**src/rtl/btn_conditioner_pkg.sv**
```systemverilog
// Shared definitions for the button conditioner: per-channel FSM state
// encoding, debounce/repeat counter width and default timing constants.
package btn_conditioner_pkg;

  // Width of the per-channel debounce / auto-repeat counter
  localparam int CNT_W = 16;

  // Default channel count and timings, expressed in TICKs of the ~30.5 kHz strobe
  localparam int DEF_N_BTN          = 2;
  localparam int DEF_DEBOUNCE_TICKS = 600;
  localparam int DEF_REPEAT_DELAY   = 15259;
  localparam int DEF_REPEAT_RATE    = 3052;

  // Per-channel FSM states, 2-bit encoding
  typedef enum logic [1:0] {
    ST_IDLE        = 2'b00,
    ST_DEB_PRESS   = 2'b01,
    ST_PRESSED     = 2'b10,
    ST_DEB_RELEASE = 2'b11
  } btn_state_t;

  typedef logic [CNT_W-1:0] btn_cnt_t;

  // Converts an integer timing parameter into a counter compare value
  function automatic btn_cnt_t to_cnt(input int value);
    return btn_cnt_t'(value);
  endfunction

  // The debounced level is high whenever the button is considered held
  function automatic logic level_of(input btn_state_t st);
    return (st == ST_PRESSED) || (st == ST_DEB_RELEASE);
  endfunction

endpackage

```
**src/rtl/btn_channel.sv**
```systemverilog
// One button channel: 2-flop synchronizer, debounce/auto-repeat FSM with a
// shared 16-bit counter, and registered level/press/repeat/release outputs.
// REPEAT_DELAY must be at least REPEAT_RATE (the counter is reloaded with
// their difference after each repeat so it never runs past REPEAT_DELAY-1).
module btn_channel
  import btn_conditioner_pkg::*;
#(
  parameter int DEBOUNCE_TICKS = DEF_DEBOUNCE_TICKS,
  parameter int REPEAT_DELAY   = DEF_REPEAT_DELAY,
  parameter int REPEAT_RATE    = DEF_REPEAT_RATE,
  parameter bit REPEAT_EN      = 1'b1
) (
  input  logic CLK,
  input  logic RESET,
  input  logic TICK,
  input  logic BTN_IN,
  output logic BTN_LEVEL,
  output logic BTN_PRESS,
  output logic BTN_REPEAT,
  output logic BTN_RELEASE
);

  localparam btn_cnt_t DEB_LAST   = to_cnt(DEBOUNCE_TICKS - 1);
  localparam btn_cnt_t REP_LAST   = to_cnt(REPEAT_DELAY - 1);
  localparam btn_cnt_t REP_RELOAD = to_cnt(REPEAT_DELAY - REPEAT_RATE);

  logic       sync_meta;
  logic       sync_level;
  btn_state_t state;
  btn_state_t next_state;
  btn_cnt_t   cnt;
  btn_cnt_t   next_cnt;
  logic       level_d;
  logic       press_d;
  logic       repeat_d;
  logic       release_d;

  // Two-flop synchronizer bringing the raw button level into the CLK domain
  always_ff @(posedge CLK) begin
    if (RESET) begin
      sync_meta  <= 1'b0;
      sync_level <= 1'b0;
    end else begin
      sync_meta  <= BTN_IN;
      sync_level <= sync_meta;
    end
  end

  // State and counter register
  always_ff @(posedge CLK) begin
    if (RESET) begin
      state <= ST_IDLE;
      cnt   <= '0;
    end else begin
      state <= next_state;
      cnt   <= next_cnt;
    end
  end

  // Next-state and counter logic; a level change always wins over a same-cycle TICK
  always_comb begin
    next_state = state;
    next_cnt   = cnt;
    case (state)
      ST_IDLE: begin
        if (sync_level) begin
          next_state = ST_DEB_PRESS;
          next_cnt   = '0;
        end
      end
      ST_DEB_PRESS: begin
        if (!sync_level) begin
          next_state = ST_IDLE;
          next_cnt   = '0;
        end else if (TICK) begin
          if (cnt == DEB_LAST) begin
            next_state = ST_PRESSED;
            next_cnt   = '0;
          end else begin
            next_cnt = cnt + 1'b1;
          end
        end
      end
      ST_PRESSED: begin
        if (!sync_level) begin
          next_state = ST_DEB_RELEASE;
          next_cnt   = '0;
        end else if (TICK && REPEAT_EN) begin
          if (cnt == REP_LAST) begin
            next_cnt = REP_RELOAD;
          end else begin
            next_cnt = cnt + 1'b1;
          end
        end
      end
      ST_DEB_RELEASE: begin
        if (sync_level) begin
          next_state = ST_PRESSED;
          next_cnt   = '0;
        end else if (TICK) begin
          if (cnt == DEB_LAST) begin
            next_state = ST_IDLE;
            next_cnt   = '0;
          end else begin
            next_cnt = cnt + 1'b1;
          end
        end
      end
      default: begin
        next_state = ST_IDLE;
        next_cnt   = '0;
      end
    endcase
  end

  // Output decode from the transition about to be taken
  always_comb begin
    level_d   = level_of(next_state);
    press_d   = (state == ST_DEB_PRESS) && (next_state == ST_PRESSED);
    release_d = (state == ST_DEB_RELEASE) && (next_state == ST_IDLE);
    repeat_d  = (state == ST_PRESSED) && sync_level && TICK && REPEAT_EN &&
                (cnt == REP_LAST);
  end

  // Registered outputs so pulses and level change together, one CLK after the decision
  always_ff @(posedge CLK) begin
    if (RESET) begin
      BTN_LEVEL   <= 1'b0;
      BTN_PRESS   <= 1'b0;
      BTN_REPEAT  <= 1'b0;
      BTN_RELEASE <= 1'b0;
    end else begin
      BTN_LEVEL   <= level_d;
      BTN_PRESS   <= press_d;
      BTN_REPEAT  <= repeat_d;
      BTN_RELEASE <= release_d;
    end
  end

endmodule

```
**src/rtl/btn_conditioner.sv**
```systemverilog
// Button conditioner top: N_BTN fully independent btn_channel instances.
// Channel 0 is DEC, channel 1 is btn_switch.
module btn_conditioner
  import btn_conditioner_pkg::*;
#(
  parameter int               N_BTN          = DEF_N_BTN,
  parameter int               DEBOUNCE_TICKS = DEF_DEBOUNCE_TICKS,
  parameter int               REPEAT_DELAY   = DEF_REPEAT_DELAY,
  parameter int               REPEAT_RATE    = DEF_REPEAT_RATE,
  parameter logic [N_BTN-1:0] REPEAT_MASK    = {N_BTN{1'b1}}
) (
  input  logic             CLK,
  input  logic             RESET,
  input  logic             TICK,
  input  logic [N_BTN-1:0] BTN_IN,
  output logic [N_BTN-1:0] BTN_LEVEL,
  output logic [N_BTN-1:0] BTN_PRESS,
  output logic [N_BTN-1:0] BTN_REPEAT,
  output logic [N_BTN-1:0] BTN_RELEASE
);

  // One conditioner per button; auto-repeat is enabled per channel by REPEAT_MASK
  for (genvar ch = 0; ch < N_BTN; ch++) begin : g_channel
    btn_channel #(
      .DEBOUNCE_TICKS(DEBOUNCE_TICKS),
      .REPEAT_DELAY  (REPEAT_DELAY),
      .REPEAT_RATE   (REPEAT_RATE),
      .REPEAT_EN     (REPEAT_MASK[ch])
    ) u_channel (
      .CLK        (CLK),
      .RESET      (RESET),
      .TICK       (TICK),
      .BTN_IN     (BTN_IN[ch]),
      .BTN_LEVEL  (BTN_LEVEL[ch]),
      .BTN_PRESS  (BTN_PRESS[ch]),
      .BTN_REPEAT (BTN_REPEAT[ch]),
      .BTN_RELEASE(BTN_RELEASE[ch])
    );
  end

endmodule

```
**config.mk**
```make
export PLATFORM = sky130hd
export DESIGN_NAME = btn_conditioner
export DESIGN_NICKNAME = d
export VERILOG_FILES = /design/src/rtl/btn_conditioner_pkg.sv /design/src/rtl/btn_channel.sv /design/src/rtl/btn_conditioner.sv
export SDC_FILE = /design/constraint.sdc
export NUM_CORES = 1
export LEC_CHECK = 0
export ABC_CLOCK_PERIOD_IN_PS = 3500
export CORE_ASPECT_RATIO = 0.75
export CORE_UTILIZATION = 41
export CTS_CLUSTER_DIAMETER = 60
export DETAILED_ROUTE_END_ITERATION = 6
export HOLD_SLACK_MARGIN = 0.05
export PLACE_DENSITY = 0.57
export SETUP_SLACK_MARGIN = 0.15
export SLEW_MARGIN = 25
export SYNTH_ARGS = -nofsm -noshare
export SYNTH_HDL_FRONTEND = slang
export SYNTH_HIERARCHICAL = 1
export SYNTH_SLANG_ARGS = --single-unit
```
**constraint.sdc**
```tcl
create_clock -name CLK -period 3.5 [get_ports CLK]
set_input_delay 0.7 -clock CLK [delete_from_list [all_inputs] [get_ports CLK]]
set_output_delay 0.7 -clock CLK [all_outputs]
set_load 0.01 [all_outputs]
```
==> results_dict.tcl <==
set metrics [dict create \
    postSynth.asyncResetShare_pct 0 \
    netlist.top_cell.by_area "dfxtp_1" \
    cts.sinks 46 \
    synth_cells 403 \
    io_buffers 12 \
    synth_common_cells "46 x dfxtp_1, 36 x nor2_1, 34 x nand2_1, 26 x a21oi_1, 19 x nand3_1" \
    hpwl_um 6840 \
    nets 412 \
    maxCapViolCount 0 \
    fillers 703 \
    hold_violations 0 \
    end_kind "flip-flop" \
    die-area_um2 7810 \
    grt_first_pass_wirelength_um 15400 \
    multiInputGateArea_um2 1980 \
    worst-endpoint-arrival_ns 2.76 \
    wl_per_cell_um 18.6 \
    status "finished, final reports clean" \
    seq_area_frac_synth_pct 30.1 \
    drc 0 \
    cts_tree "built" \
    utilization_pct 47.9 \
    vias_per_cell 6.42 \
    min_path_type "flip-flop to flip-flop" \
    criticalPathCategory "flip-flop to flip-flop" \
    drv_slew 0 \
    pin_count 13 \
    min_period_over_period_pct 74.1 \
    synth_warnings 6 \
    synthesis.nets 412 \
    final_antenna_net_count 0 \
    antenna-diode-count 0 \
    cp_max_fo 9 \
    slew-limit-headroom_pct 51.4 \
    clock_path_buffers 2 \
    htreeDepth 2 \
    cts_setup_buffers 0 \
    grtUsageTotal_pct 25.3 \
    gp_congestion 0.950 \
    hold_buffers 0 \
    finalClockSkew_ns 0.00897 \
    synth_edf_count 0 \
    worstSkewPairLatency_ns 0.30 \
    core_um2 6990 \
    drt_iter0_drc 321 \
    first_global_vias 2847 \
    critical_path.startpoint_type "flip-flop" \
    avgSynthCellArea_um2 7.58 \
    ir_worst_vdd_uv 256 \
    fin_ws_ns 0.905 \
    firstDrtPassIters 4 \
    max_freq_ghz 0.385 \
    critPathRequiredTime_ns 3.66 \
    yosysMostFrequentCell "dfxtp_1" \
    synthTopCellsByArea "dfxtp_1 30%, nor2_1 4.4%, a21oi_1 4.3%" \
    register_area_um2 921 \
    wirelength_um 9360 \
    synth_cell_types 70 \
    die_height_um 76.8 \
    syn_area_um2 3060 \
    die_w_um 102 \
    grt_max_degree 28 \
    yosysTopAreaCellShare_pct 30.1 \
    area_growth_pct 9.62 \
    synth-main-ff-cell "dfxtp_1" \
    ys_seq_elements 46 \
    cts_resized 0 \
    report.final.setup_viol 0 \
    p_leak_uw 0.00111 \
    fin_setup_tns_ns 0 \
    layout_min_cycle_time_ns 2.59 \
    antenna_found_initial 0 \
    p_per_area_nw_per_um2 282 \
    path_clk_slew_ns 0.10 \
    grt_overflow_total 0 \
    drive_above_1_share_pct 6.68 \
    dp_slack_ns 0.625 \
    rsz0062_at_grt "false" \
    clockRootBuffer "clkbuf_8" \
    start_util_pct 43.7 \
    cts_made_buffers 5 \
    rows 26 \
    tightest_slew_ns 0.724 \
    dr_total_vias 3221 \
]
==> worst paths after layout <==
kind | slack, ns | depth (start not counted) | from | end
worst min-delay path | 0.44 | 1 | g_channel[1].u_channel/sync_meta | g_channel[1].u_channel/sync_level
worst max-delay path | 0.91 | 6 | g_channel[0].u_channel/cnt[10] | g_channel[0].u_channel/cnt[6]
worst max register to register | 0.91 | 6 | g_channel[0].u_channel/cnt[10] | g_channel[0].u_channel/cnt[6]
worst min register to register | 0.44 | 1 | g_channel[1].u_channel/sync_meta | g_channel[1].u_channel/sync_level
==> critical path, stage by stage, from the launching register on <==
cell and delay (ns):
dfxtp_1 0.39, or4_1 0.59, nor3_1 0.22, nand4_1 0.44
a31o_4 0.43, a41oi_1 0.26, a2111oi_0 0.12
==> state kept, by name (all words and copies together), names as in the netlist <==
| register | cells |
|---|---|
| g_channel.u_channel/BTN_PRESS | 2 |
| g_channel.u_channel/BTN_RELEASE | 2 |
| g_channel.u_channel/BTN_REPEAT | 2 |
| g_channel.u_channel/cnt | 32 |
| g_channel.u_channel/state | 4 |
| g_channel.u_channel/sync_level | 2 |
| g_channel.u_channel/sync_meta | 2 |
==> placed cells by master (no fill, tap or decap), types with 4 or more instances in the layout <==
cell type,instances
a21oi_1,26
a31oi_1,14
and3_1,10
buf_4,4
clkbuf_8,6
clkdlybuf4s50_1,12
dfxtp_1,46
ha_1,4
inv_1,15
nand2_1,34
nand2b_1,5
nand3_1,19
nand4_1,8
nor2_1,36
nor2b_1,7
nor3_1,18
nor3b_1,10
nor4_1,7
nor4b_1,4
o211ai_1,5
o21a_1,5
o21ai_0,18
or3_1,4
xnor2_1,9
==> final cells by class <==
class	instances	share of cell area, %
multi-input cells	317	59.1
flip-flops and latches	46	27.5
clock inverters	2	0.373
clock buffers	6	2.46
well taps	98	3.66
repair buffers	17	5.08
inverters	16	1.79
==> kinds of logic (layout without fill, tap and decap cells) <==
kind of cell / after synthesis / after routing / synth area share [%]
flops: 46 / 46 / 30.1
simple gates: 186 / 186 / 33.5
fa+ha+maj: 4 / 4 / 1.64
mux: 3 / 3 / 1.02
buf+inv: 40 / 41 / 5.24
compound gates: 113 / 113 / 25.3
xor+xnor: 11 / 11 / 3.15
==> through the flow <==
step	instance area (um2)	hold slack, ns	total power, uW	instances
2_1_floorplan	3060	0.414	581	403
3_3_place_gp	3250	0.416	604	494
3_5_place_dp	3250	0.426	604	494
4_1_cts	3340	0.449	955	502
5_1_grt	3350	0.461	982	502
6_report	3350	0.445	946	502
==> power breakdown <==
group | switching (uW) | internal [uW] | total, uW | leakage, uW
combinational | 39.5 | 22.5 | 62.0 | 0.000692
sequential | 5.73 | 526 | 531 | 0.000371
clock | 193 | 159 | 352 | 0.0000472
==> routing by layer <==
| metal | GRT usage (%) | wire length [um] | vias up |
|---|---|---|---|
| li1 | - | - | 1518 |
| met1 | 42.2 | 4710 | 1523 |
| met2 | 31.3 | 3590 | 172 |
| met3 | 5.83 | 1010 | 8 |
| met4 | 4.78 | 55 | 0 |
| met5 | 0 | 0 | - |
No activity file was read; power rests on OpenSTA's default activity.
